<file path="src/rtl/onehot_rr_arbiter_if.sv">
// rtl/onehot_rr_arbiter_if.sv - request/grant bundle between requesters, arbiter and 8-to-3 encoder
//
// Signals:
//   req          requester -> arbiter  N  level requests, bit i = requester i
//   grant        arbiter -> encoder    N  registered one-hot grant, zero when not valid
//   grant_valid  arbiter -> encoder    1  grant holds a valid one-hot code
//   grant_ready  encoder -> arbiter    1  grant accepted this cycle
//   pending      arbiter -> status     N  captured, not-yet-granted requests
//   idle         arbiter -> status     1  no grant outstanding and nothing pending
//
// Modports:
//   master  the arbiter (drives grant side, receives req/grant_ready)
//   slave   the requesters/encoder side
interface onehot_rr_arbiter_if #(
  parameter int N = 8
);
  logic [N-1:0] req;
  logic [N-1:0] grant;
  logic         grant_valid;
  logic         grant_ready;
  logic [N-1:0] pending;
  logic         idle;

  modport master (
    input  req,
    input  grant_ready,
    output grant,
    output grant_valid,
    output pending,
    output idle
  );

  modport slave (
    output req,
    output grant_ready,
    input  grant,
    input  grant_valid,
    input  pending,
    input  idle
  );
endinterface

</file>
<file path="src/rtl/onehot_rr_arbiter.sv">
// rtl/onehot_rr_arbiter.sv - edge-capturing round-robin arbiter with one-hot valid/ready grant
//
// Captures rising edges on 8 request lines into a pending set and hands out
// one registered, strictly one-hot grant at a time to the downstream encoder.
//
// Ports:
//   clk   rising-edge clock
//   rst   synchronous active-high reset
//   bus   onehot_rr_arbiter_if.master (req, grant, grant_valid, grant_ready,
//         pending, idle)
//
// Build option:
//   ARB_FIXED_PRI_EN  highest-index pending requester wins; no round-robin pointer
module onehot_rr_arbiter #(
  parameter int N     = 8,
  parameter int IDX_W = 3
) (
  input  logic                  clk,
  input  logic                  rst,
  onehot_rr_arbiter_if.master   bus
);

  typedef enum logic [0:0] {
    S_IDLE  = 1'b0,
    S_GRANT = 1'b1
  } state_t;

  localparam logic [N-1:0] ONE = {{(N-1){1'b0}}, 1'b1};

  state_t           state;
  state_t           state_next;

  logic [N-1:0]     req_d;
  logic [N-1:0]     pending;
  logic [N-1:0]     pending_next;
  logic [N-1:0]     rise;
  logic [N-1:0]     clr;
  logic             accept;

  logic [N-1:0]     grant_q;
  logic [N-1:0]     grant_next;
  logic             grant_valid_q;
  logic             grant_valid_next;

  logic [IDX_W-1:0] sel_idx;

  // ---------------------------------------------------------------------------
  // Request edge capture
  // ---------------------------------------------------------------------------
  assign accept = grant_valid_q & bus.grant_ready;
  assign rise   = bus.req & ~req_d;
  assign clr    = accept ? grant_q : '0;

  // A new rise on the bit being accepted must survive the clear, so the set
  // term is applied after the clear.
  assign pending_next = (pending & ~clr) | rise;

  // ---------------------------------------------------------------------------
  // Winner selection
  // ---------------------------------------------------------------------------
`ifdef ARB_FIXED_PRI_EN
  // Highest index wins: ascending scan, last hit overwrites.
  always_comb begin
    sel_idx = '0;
    for (int i = 0; i < N; i++) begin
      if (pending[i]) begin
        sel_idx = IDX_W'(i);
      end
    end
  end
`else
  logic [IDX_W-1:0] ptr;
  logic [IDX_W-1:0] win_idx;
  logic [IDX_W-1:0] cand;

  // Scan offsets N..1 from ptr; the smallest offset is visited last and so
  // overrides, giving priority ptr+1, ptr+2, ... with natural mod-N wrap.
  always_comb begin
    sel_idx = '0;
    cand    = '0;
    for (int k = N; k >= 1; k--) begin
      cand = ptr + IDX_W'(k);
      if (pending[cand]) begin
        sel_idx = cand;
      end
    end
  end

  // win_idx remembers who holds the grant so the pointer can move to it on
  // accept without re-encoding the grant vector.
  always_ff @(posedge clk) begin
    if (rst) begin
      ptr     <= IDX_W'(N - 1);
      win_idx <= '0;
    end else begin
      if ((state == S_IDLE) && (|pending)) begin
        win_idx <= sel_idx;
      end
      if (accept) begin
        ptr <= win_idx;
      end
    end
  end
`endif

  // ---------------------------------------------------------------------------
  // FSM: state register
  // ---------------------------------------------------------------------------
  always_ff @(posedge clk) begin
    if (rst) begin
      state <= S_IDLE;
    end else begin
      state <= state_next;
    end
  end

  // ---------------------------------------------------------------------------
  // FSM: next state
  // ---------------------------------------------------------------------------
  always_comb begin
    state_next = state;
    case (state)
      S_IDLE: begin
        if (|pending) begin
          state_next = S_GRANT;
        end
      end
      S_GRANT: begin
        // grant_valid is always high in GRANT, so ready alone means accept.
        if (bus.grant_ready) begin
          state_next = S_IDLE;
        end
      end
      default: begin
        state_next = S_IDLE;
      end
    endcase
  end

  // ---------------------------------------------------------------------------
  // FSM: output decode (next values of the registered grant)
  // ---------------------------------------------------------------------------
  always_comb begin
    grant_next       = grant_q;
    grant_valid_next = grant_valid_q;
    case (state)
      S_IDLE: begin
        grant_next       = '0;
        grant_valid_next = 1'b0;
        if (|pending) begin
          grant_next       = ONE << sel_idx;
          grant_valid_next = 1'b1;
        end
      end
      S_GRANT: begin
        // Hold stable under backpressure; drop for one IDLE cycle on accept.
        if (bus.grant_ready) begin
          grant_next       = '0;
          grant_valid_next = 1'b0;
        end
      end
      default: begin
        grant_next       = '0;
        grant_valid_next = 1'b0;
      end
    endcase
  end

  // ---------------------------------------------------------------------------
  // Datapath registers
  // ---------------------------------------------------------------------------
  always_ff @(posedge clk) begin
    if (rst) begin
      req_d         <= '0;
      pending       <= '0;
      grant_q       <= '0;
      grant_valid_q <= 1'b0;
    end else begin
      req_d         <= bus.req;
      pending       <= pending_next;
      grant_q       <= grant_next;
      grant_valid_q <= grant_valid_next;
    end
  end

  assign bus.grant       = grant_q;
  assign bus.grant_valid = grant_valid_q;
  assign bus.pending     = pending;
  assign bus.idle        = (state == S_IDLE) && (pending == '0);

endmodule

</file>
<file path="src/flat_wrapper.sv">
// flat-port wrapper written by rule: the top's interface ports become plain ports
module onehot_rr_arbiter_flat 
#(
  parameter int N     = 8,
  parameter int IDX_W = 3
)
  (clk, rst, bus_req, bus_grant_ready, bus_grant, bus_grant_valid, bus_pending, bus_idle);
  onehot_rr_arbiter_if #(.N(N)) bus_i ();
  input  logic clk;
  input  logic rst;
  input wire logic [$bits(bus_i.req)-1:0] bus_req;
  input wire logic [$bits(bus_i.grant_ready)-1:0] bus_grant_ready;
  output wire logic [$bits(bus_i.grant)-1:0] bus_grant;
  output wire logic [$bits(bus_i.grant_valid)-1:0] bus_grant_valid;
  output wire logic [$bits(bus_i.pending)-1:0] bus_pending;
  output wire logic [$bits(bus_i.idle)-1:0] bus_idle;
  assign bus_i.req = bus_req;
  assign bus_i.grant_ready = bus_grant_ready;
  assign bus_grant = bus_i.grant;
  assign bus_grant_valid = bus_i.grant_valid;
  assign bus_pending = bus_i.pending;
  assign bus_idle = bus_i.idle;
  onehot_rr_arbiter #(.N(N), .IDX_W(IDX_W)) u_core (.clk(clk), .rst(rst), .bus(bus_i));
endmodule
</file>
<file path="config.mk">
export PLATFORM = sky130hd
export DESIGN_NAME = onehot_rr_arbiter_flat
export DESIGN_NICKNAME = d
export VERILOG_FILES = /design/src/rtl/onehot_rr_arbiter_if.sv /design/src/rtl/onehot_rr_arbiter.sv /design/src/flat_wrapper.sv
export SDC_FILE = /design/constraint.sdc
export NUM_CORES = 1
export LEC_CHECK = 0
export ABC_AREA = 1
export BUFFER_PORTS_ARGS = -buffer_cell sky130_fd_sc_hd__buf_2
export CAP_MARGIN = 20
export CORE_ASPECT_RATIO = 0.75
export CORE_MARGIN = 1.5
export CORE_UTILIZATION = 56
export CTS_CLUSTER_DIAMETER = 60
export DETAILED_ROUTE_END_ITERATION = 10
export GPL_TIMING_DRIVEN = 0
export PLACE_DENSITY_LB_ADDON = 0.2
export SLEW_MARGIN = 20
export SYNTH_ARGS = -nofsm -noshare
export SYNTH_HDL_FRONTEND = slang
export SYNTH_SLANG_ARGS = --single-unit
</file>
<file path="constraint.sdc">
create_clock -name clk -period 3.4 [get_ports clk]
set_clock_uncertainty 0.2 [all_clocks]
set_input_delay 0.68 -clock clk [delete_from_list [all_inputs] [get_ports clk]]
set_output_delay 0.68 -clock clk [all_outputs]
set_load 0.02 [all_outputs]
</file>
After elaboration in Yosys (flattened, before gate mapping). Cells that the tools add are included.

Logic and storage cells: 68. Bits in registers: 32.

Add/sub/neg operators: 7. Reduce and logical (&&, ||, !) cells: 4. Bitwise operators: 7. Shift-type cells: 1. Muxes and demuxes: 33. Equal/unequal tests: 1. Order comparisons: 8.

Operators with widths (count): less-than comparator 3 x 4 -> 1 bit (second input constant) (8); binary-select mux 1 bit (select 3 bit) (8); two-way mux 3 bit (8); two-way mux 8 bit (3); AND 8 bit (2); inverter 8 bit (2); one-hot mux 8 bit (2 select lines) (1); adder 3 bit (second input constant) (4); two-way mux 1 bit (11); logical NOT 8 bit (1); bitwise OR 8 bit (1); OR reduction 8 bit (1); << shifter 1 x 3 -> 8 bit (first input constant) (1); adder 3 x 2 -> 3 bit (second input constant) (2); one-hot mux 1 bit (2 select lines) (2); adder 3 x 1 -> 3 bit (second input constant) (1); logical AND 1 bit (2); != test 2 bit (second input constant) (1); AND 1 bit (1); inverter 1 bit (1).

Logic depth before layout (Yosys ltp). Gate-level depths: netlist (run 1).

Word-level depth: 13. Depth in mapped cells: 20. Depth with buffers taken out: 19.

Worst setup path after synthesis (run 1). OpenSTA, ideal clock, no wires.

Path type: register to register. Start point: reg u_core.ptr[0]. End point: reg u_core.win_idx[0]. Data arrival time: 2.068 ns. Slack: 1.015 ns. Buffers on the path: 2. Cell stages (with the launch flop): 21. Path through: dfxtp_1 buf_6 inv_4 buf_12 ha_1 inv_1 nand3_1 nand3_2 nand2_2 inv_2 nand2_1 nand2_1 nand2_1 nand2_1 nand2_1 nand2_1 nand2_2 inv_2 nand2_1 o211ai_1 inv_1.

Cells in the longest elaborated chain, start to end: 10. Elaborated cells between the ends (all ways): 31. Those cells by class: add/sub: 7; mux: 24.

Ends and longest elaborated chain: from (decl) (RTL line onehot_rr_arbiter.sv:72) `logic [IDX_W-1:0] ptr;`; from (signal assigned) (RTL line onehot_rr_arbiter.sv:93) `ptr <= IDX_W'(N - 1);`; from (signal assigned) (RTL line onehot_rr_arbiter.sv:100) `ptr <= win_idx;`; adder 3 bit / binary-select mux 1 bit (select 3 bit) (equally long branches) (RTL line onehot_rr_arbiter.sv:82, onehot_rr_arbiter.sv:83); binary-select mux 1 bit (select 3 bit) / two-way mux 1 bit (equally long branches) (RTL line onehot_rr_arbiter.sv:83) `if (pending[cand]) begin`; two-way mux 1 bit (not written as such) / two-way mux 3 bit (equally long branches) (RTL line onehot_rr_arbiter.sv:83); two-way mux 3 bit (6 in series) (RTL line onehot_rr_arbiter.sv:83); two-way mux 3 bit * (RTL line onehot_rr_arbiter.sv:83); to (signal assigned) (RTL line onehot_rr_arbiter.sv:97) `win_idx <= sel_idx;`; to (decl) (RTL line onehot_rr_arbiter.sv:73) `logic [IDX_W-1:0] win_idx;`.

Every way passes the cells marked *; elsewhere a longest branch is shown, timed or not. The select of a mux whose other input is x is not followed. A chain may end at the register's enable or synchronous reset.

Final worst setup path (run 1).
Start point: reg u_core.ptr[0]. End point: reg u_core.grant_q[3] (netlist: u_core.bus.grant[3]).

Cells in the longest elaborated chain, start to end: 13. Elaborated cells between the ends (all ways): 34. Those cells by class: add/sub: 7; shift: 1; mux: 26.

Ends and longest elaborated chain: adder 3 bit / binary-select mux 1 bit (select 3 bit) (equally long branches) (RTL line onehot_rr_arbiter.sv:82, onehot_rr_arbiter.sv:83); binary-select mux 1 bit (select 3 bit) / two-way mux 1 bit (equally long branches) (RTL line onehot_rr_arbiter.sv:83); two-way mux 1 bit (not written as such) / two-way mux 3 bit (equally long branches) (RTL line onehot_rr_arbiter.sv:83); two-way mux 3 bit (6 in series) (RTL line onehot_rr_arbiter.sv:83); two-way mux 3 bit * (RTL line onehot_rr_arbiter.sv:83); << shifter 1 x 3 -> 8 bit * (RTL line onehot_rr_arbiter.sv:151) `grant_next = ONE << sel_idx;`; two-way mux 8 bit * (RTL line onehot_rr_arbiter.sv:150) `if (|pending) begin`; one-hot mux 8 bit (2 select lines) * (RTL line onehot_rr_arbiter.sv:146) `case (state)`; to (signal assigned) (RTL line onehot_rr_arbiter.sv:181) `grant_q <= grant_next;`; to (decl) (RTL line onehot_rr_arbiter.sv:40) `logic [N-1:0] grant_q;`.

Marked as above.

==> impl_results.md, run 1 <==
* Most frequent cell after synthesis: nand2_1
* Total net switching power at 501 uW
* Pins over their slew limit at 0
* Worst path max stage delay at 0.40 ns
* Sw Share at between 30% and 40%
* Tmin final at about 2.7 ns
* Unrepaired setup endpoints after global routing: no
* MaxCap Viol Count at 0
* Initial DRT Pass Iterations at 4
* Reg clk slew, reported paths at ~0.060 ns
* Logic pwr share at roughly two fifths
* GRT overflow at 0
* Reg2Reg Setup Slack at between 0.6 and 0.7 ns
* Post-synth EDFFs at 0
* DRT iter0 DRCs at 125
* TritonCTS clock tree: built
* CP endpoint kind: flip-flop
* Status: finished, final reports clean
* Post-Synthesis Cells at 270
* Most frequent cells after synthesis: 65 x nand2_1, 35 x nand3_1, 32 x dfxtp_1, 32 x nor2_1, 26 x inv_1
* Final setup margin at 0.688 ns
* Top FF cell, synth: dfxtp_1
* Syn nets at approximately 280
* Final cell count without fillers at 343
* Min-Delay Path Class: reg -> reg
* CTS Root Cell: clkbuf_8
* Worst relative slew slack at 61.0%
* Max Buffers Root-to-Sink at 2
* Initial antenna violation count at 0
* Yosys reg bits at 32
* # IOs at 29
* Yosys top cell area share at 34.5%
* Final setup viols at 0
* Max stage delay cell, worst path: ha_1
* DP Wirelength at 3280 um
* Final core utilization at between 70% and 80%
* Syn_area_per_cell at 6.88 sq um
* Hold buffer count at CTS at 0
* Int Pwr at ~760 uW
* # H-tree levels at 2
* Starting Density at roughly three fifths
* Finished Cell Area at approximately 2100 sq um
* Pwr/cell area at 591 nW/um^2
* CP dominant cell by count: nand2_1
* Drc violations at 0
* Arrival @ worst endpoint at around 2.7 ns
* Worst-skew pair later-pin latency at about 0.28 ns
* Via Count at 1804
* CP cell instances: buf_6, inv_4, buf_12, ha_1, inv_1, nand3_1, nand3_2, nand2_1, nand3_1, nand2_1, nand2_1, nand2_1, nand2_1, nand2_1, a21oi_4, nand3_1, a21oi_1
* CTS Sinks at 32
* Static Leakage at 1.08 nW
* Routed Wire Length at between 4000 and 5000 um
* Worst VDD drop at 0.546 mV
* Pin count of the biggest net entering global routing at 11
* Final Hold Violating Endpoints at 0
* CTS resizes at 0
* Clock power share at 23.4%
* Area of the die at 3680 sq um
* Routed len/inst at 12.2 um
* First-pass GRT wire length at 6840 um
* Area leader, netlist: dfxtp_1
* Dpl ws at 0.711 ns
* Startpoint Class: flip-flop
* Placement Cell Area at about 2000 sq um
* Vias per cell at 5.26
* Crit Path Max Fanout at 10
* Final Cycle Share at 79.8%
* Layout cell share with drive strength beyond 1 at approximately a quarter
* Slew @ Worst Pin at 0.582 ns
* Placer Congestion at 0.930
* Unique masters post-synth at 27
* Crit Path Category: reg -> reg
* Asr flop ratio synth at 0%
* PortBufs at 27
* Sequential share of the synthesized area at about 34%
* Setup TNS at 0 ns
* Core footprint at 3040 sq um
* Final antenna-violating net count at 0
* Total chip power at about 1.3 mW
* Die W at around 70 um
* ANT cells at 0
* Num CTS Buffers at 5
* Synth area leaders: dfxtp_1 34%, nand2_1 13%, nand3_1 9.4%, nor2_1 6.5%, a21oi_1 5.7%
* Gr usage total at 24.1%
* Layout Area Growth over Synthesis at 14.7%
* Nets@finish at 317
* Ys Warns at 0
* Seq pwr share at 35.8%
* Hold Slack at 0.270 ns
* Number of global-route vias before repair at 1539
* Post-CTS Setup Bufs at 0
* Syn Std Cell Area at 1860 sq um
* Placed insts at 335
* Placement row count at 17
* F_max at 369 MHz
* Critical path required time at around 3.4 ns
* Die H at ~53 um
==> final cells by class <==
cell class	instances	area, sq um
buffer	8	61.3
clock buffer	8	90.1
fill	273	911
inverter	33	129
multi-input combinational	197	1030
sequential	32	641
tap	38	47.5
timing repair buffer	27	135
==> placed cells by master (no fill, tap or decap) <==
cell type,n
a21oi_1,21
a21oi_2,1
a21oi_4,2
buf_12,1
buf_2,27
buf_4,2
buf_6,1
clkbuf_1,6
clkbuf_8,6
clkinv_1,1
dfxtp_1,32
ha_1,2
inv_1,26
inv_2,4
inv_4,2
nand2_1,65
nand2_2,10
nand2_4,5
nand3_1,35
nand3_2,10
nor2_1,32
nor2_2,1
nor4_1,2
o211ai_1,4
o21a_1,1
o21ai_0,2
o21ai_1,1
xnor2_1,1
xor2_1,2
==> per-layer routing <==
layer / up-vias / wire length [um] / part of all wire [%] / track usage [%]
li1: 931 / - / - / -
met1: 822 / 2190 / 52 / 34.1
met2: 47 / 1760 / 42 / 37.3
met3: 4 / 214 / 5.1 / 5.71
met4: 0 / 27 / 0.65 / 5.88
met5: - / 0 / 0 / 0
==> worst max-delay path: cells and delay by family, from the launching register on <==
kind	cells	cell delay [ns]
and+or+nand+nor	10	0.86
DFF	1	0.34
AOI/OAI and AO/OA	2	0.33
buffers and inverters	4	0.54
adders and majority gates	1	0.40
==> cell families after synthesis <==
kind of cell             synth area share (%)
buffers and inverters                    10.2
AND/OR/NAND/NOR                          41.8
adder cells (fa/ha/maj)                  1.35
AO/OA/AOI/OAI                            10.7
XOR/XNOR                                 1.41
flip-flops                               34.5
==> state kept, by name, indices dropped and copies added, names as in the netlist <==
signal and flops:
u_core.bus.grant 8, u_core.win_idx 3, u_core.bus.pending 8, u_core.state 1, u_core.req_d 8, u_core.bus.grant_valid 1, u_core.ptr 3
==> worst paths after layout <==
check	start	endpoint	cells after the start
max	u_core.ptr[0]	u_core.bus.grant[3]	17
min	u_core.win_idx[2]	u_core.ptr[2]	2
max reg2reg	u_core.ptr[0]	u_core.bus.grant[3]	17
min reg2reg	u_core.win_idx[2]	u_core.ptr[2]	2
==> power by group through the flow <==
stage	combinational [mW]	clock (mW)	sequential [mW]
after floorplan	0.379	0	0.482
after global placement	0.502	0	0.457
after detailed placement	0.511	0	0.458
after CTS	0.513	0.293	0.450
after global routing	0.568	0.320	0.455
final	0.514	0.294	0.450
Power figures use the tool's default switching activity.
==> run 2: changes to the inputs <==
==> constraint.sdc (replaced) <==
create_clock -name clk -period 2.7 [get_ports clk]
set_clock_uncertainty 0.2 [all_clocks]
set_input_delay 0.54 -clock clk [delete_from_list [all_inputs] [get_ports clk]]
set_output_delay 0.54 -clock clk [all_outputs]
set_load 0.02 [all_outputs]
==> run 2 against run 1 <==
- sequential cell count did not move
- routed wire length is 0.14% lower
- register-to-register slack lost 0.45 ns
- final area grew 0.59%
- count of clock-buffer cells in the layout did not move
- total power rose by 26%
- sequential share of layout area fell by 0.18 points
- die area unchanged
- cell count unchanged
- fmax rose by 10%
- global-route usage unchanged
- hold slack about the same
==> impl_results.md, run 2 (synthesized netlist as in run 1, its figures left out) <==
* Layout cell share with drive strength beyond 1 at 24.3% (+0.66 points)
* Nets@finish at 317 (unchanged)
* Most common library cell in the layout ignoring fill and taps: nand2_1
* Placement Cell Area at 2040 sq um (unchanged)
* CP dominant cell by count: nand2_1
* Area of the die at 3680 sq um (unchanged)
* Placement row count at 17 (unchanged)
* CP endpoint kind: flip-flop
* Pwr/cell area at 742 nW/um^2 (+26%)
* Hold buffer count at CTS at 0 (unchanged)
* Status: finished, final reports clean
* Max stage delay cell, worst path: dfxtp_1
* Unrepaired setup endpoints after global routing: no
* Via Count at 1793 (-0.61%)
* Routed len/inst at 12.2 um (-0.14%)
* Die H at 52.9 um (unchanged)
* Startpoint Class: flip-flop
* GRT met1 Usage at 34.1% (unchanged)
* Final antenna-violating net count at 0 (unchanged)
* Worst Path Buf+Inv at 4 (unchanged)
* Setup TNS at 0 ns (unchanged)
* MaxCap Viol Count at 0 (unchanged)
* Starting Density at 61.1% (unchanged)
* Layer with the highest usage: met2
* Layout Area Growth over Synthesis at 15.4%
* Final Cycle Share at 91.3% (+12 points)
* F_max at 406 MHz (+10%)
* CP cell instances: buf_6, inv_4, buf_12, ha_4, inv_2, nand3_1, nand3_2, nand2_1, nand3_1, nand2_1, nand2_1, nand2_1, nand2_1, nand2_1, a21oi_4, nand3_1, a21oi_1
* Most frequent cells in the layout: 65 x nand2_1, 35 x nand3_1, 32 x nor2_1, 32 x dfxtp_1, 27 x buf_2
* Worst-skew pair later-pin latency at 0.28 ns (about the same)
* Number of global-route vias before repair at 1539 (unchanged)
* Met2 global-route usage at 37.3% (unchanged)
* Max Buffers Root-to-Sink at 2 (unchanged)
* Routed Wire Length at 4180 um (-0.14%)
* Crit Path Category: reg -> reg
* Core footprint at 3040 sq um (unchanged)
* PortBufs at 27 (unchanged)
* Drc violations at 0 (unchanged)
* Worst VDD drop at 0.688 mV (+26%)
* Initial DRT Pass Iterations at 4 (unchanged)
* Num CTS Buffers at 5 (unchanged)
* Vias per cell at 5.23 (-0.61%)
* Tmin final at 2.47 ns (-0.246 ns)
* First-pass GRT wire length at 6840 um (unchanged)
* CP top delay family: simple AND/OR/NAND/NOR gates
* Placer Congestion at 0.930 (unchanged)
* ANT cells at 0 (unchanged)
* DRT iter0 DRCs at 106 (-15%)
* Die W at 69.5 um (unchanged)
* Met3 Use GR at 5.71% (unchanged)
* Critical path required time at 2.71 ns (-0.70 ns)
* Slew @ Worst Pin at 0.564 ns (-0.0182 ns)
* Gr usage total at 24.1% (unchanged)
* CTS Sinks at 32 (unchanged)
* GRT overflow at 0 (unchanged)
* Reg clk slew, reported paths at 0.06 ns (about the same)
* Min-Delay Path Class: reg -> reg
* Finished Cell Area at 2140 sq um (+0.59%)
* Worst relative slew slack at 62.3% (+1.2 points)
* Pins over their slew limit at 0 (unchanged)
* Final setup margin at 0.235 ns (-0.454 ns)
* Initial antenna violation count at 0 (unchanged)
* Arrival @ worst endpoint at 2.48 ns (-0.24 ns)
* TritonCTS clock tree: built
* Crit Path Max Fanout at 10 (unchanged)
* Final Hold Violating Endpoints at 0 (unchanged)
* # H-tree levels at 2 (unchanged)
* DP Wirelength at 3280 um (unchanged)
* Dpl ws at 0.0113 ns (-0.700 ns)
* Pin count of the biggest net entering global routing at 11 (unchanged)
* CTS Root Cell: clkbuf_8
* Static Leakage at 1.08 nW (-0.23%)
* # IOs at 29 (unchanged)
* Final setup viols at 0 (unchanged)
* Worst path max stage delay at 0.34 ns (-0.06 ns)
==> run 2: report_power, final <==
part	leakage, nW	switching, mW	total, mW	internal [mW]
Combinational	0.771	0.429	0.653	0.224
Clock	0.0455	0.163	0.371	0.208
Sequential	0.265	0.0405	0.567	0.526
==> run 2: tightest hold or removal path: cells and delay by family (launching register included) <==
kind | cells | cell delay [ns]
and+or+nand+nor | 1 | 0.05
DFF | 1 | 0.32
AOI/OAI and AO/OA | 1 | 0.06
==> run 2: path summary, 6_finish.rpt <==
check                                        from             endpoint  slack (ns)  cells after the start
worst min register to register  u_core.win_idx[2]        u_core.ptr[2]        0.27                      2
worst min-delay path            u_core.win_idx[2]        u_core.ptr[2]        0.27                      2
worst max register to register      u_core.ptr[0]  u_core.bus.grant[3]        0.23                     17
worst max-delay path                u_core.ptr[0]  u_core.bus.grant[3]        0.23                     17
==> run 2: metrics by stage <==
stage | hold WS (ns) | util (%) | cells | power [mW]
floorplan | 0.241 | - | 270 | 1.08
global route | 0.285 | 70.5 | 343 | 1.70
CTS | 0.271 | 70.1 | 343 | 1.58
finish | 0.271 | 70.5 | 343 | 1.59
global placement | 0.252 | 67.1 | 335 | 1.21
detailed placement | 0.255 | 67.1 | 335 | 1.22
==> run 2: timing repair <==
item / CTS / global route
buffers inserted: 0 / 0
gates resized for setup: 1 / 2
setup endpoints to repair: 1 / 10
==> run 2: layout make-up <==
class	count	area, sq um
Tap cell	38	47.5
Timing Repair Buffer	27	135
Clock buffer	8	90.1
Fill cell	271	898
Sequential cell	32	641
Multi-Input combinational cell	197	1040
Buffer	8	61.3
Inverter	33	129
==> run 2: routing by layer <==
layer,wire [um],up-vias
met5,0,-
met4,27,0
met3,273,4
met2,1760,56
met1,2120,800
li1,-,933
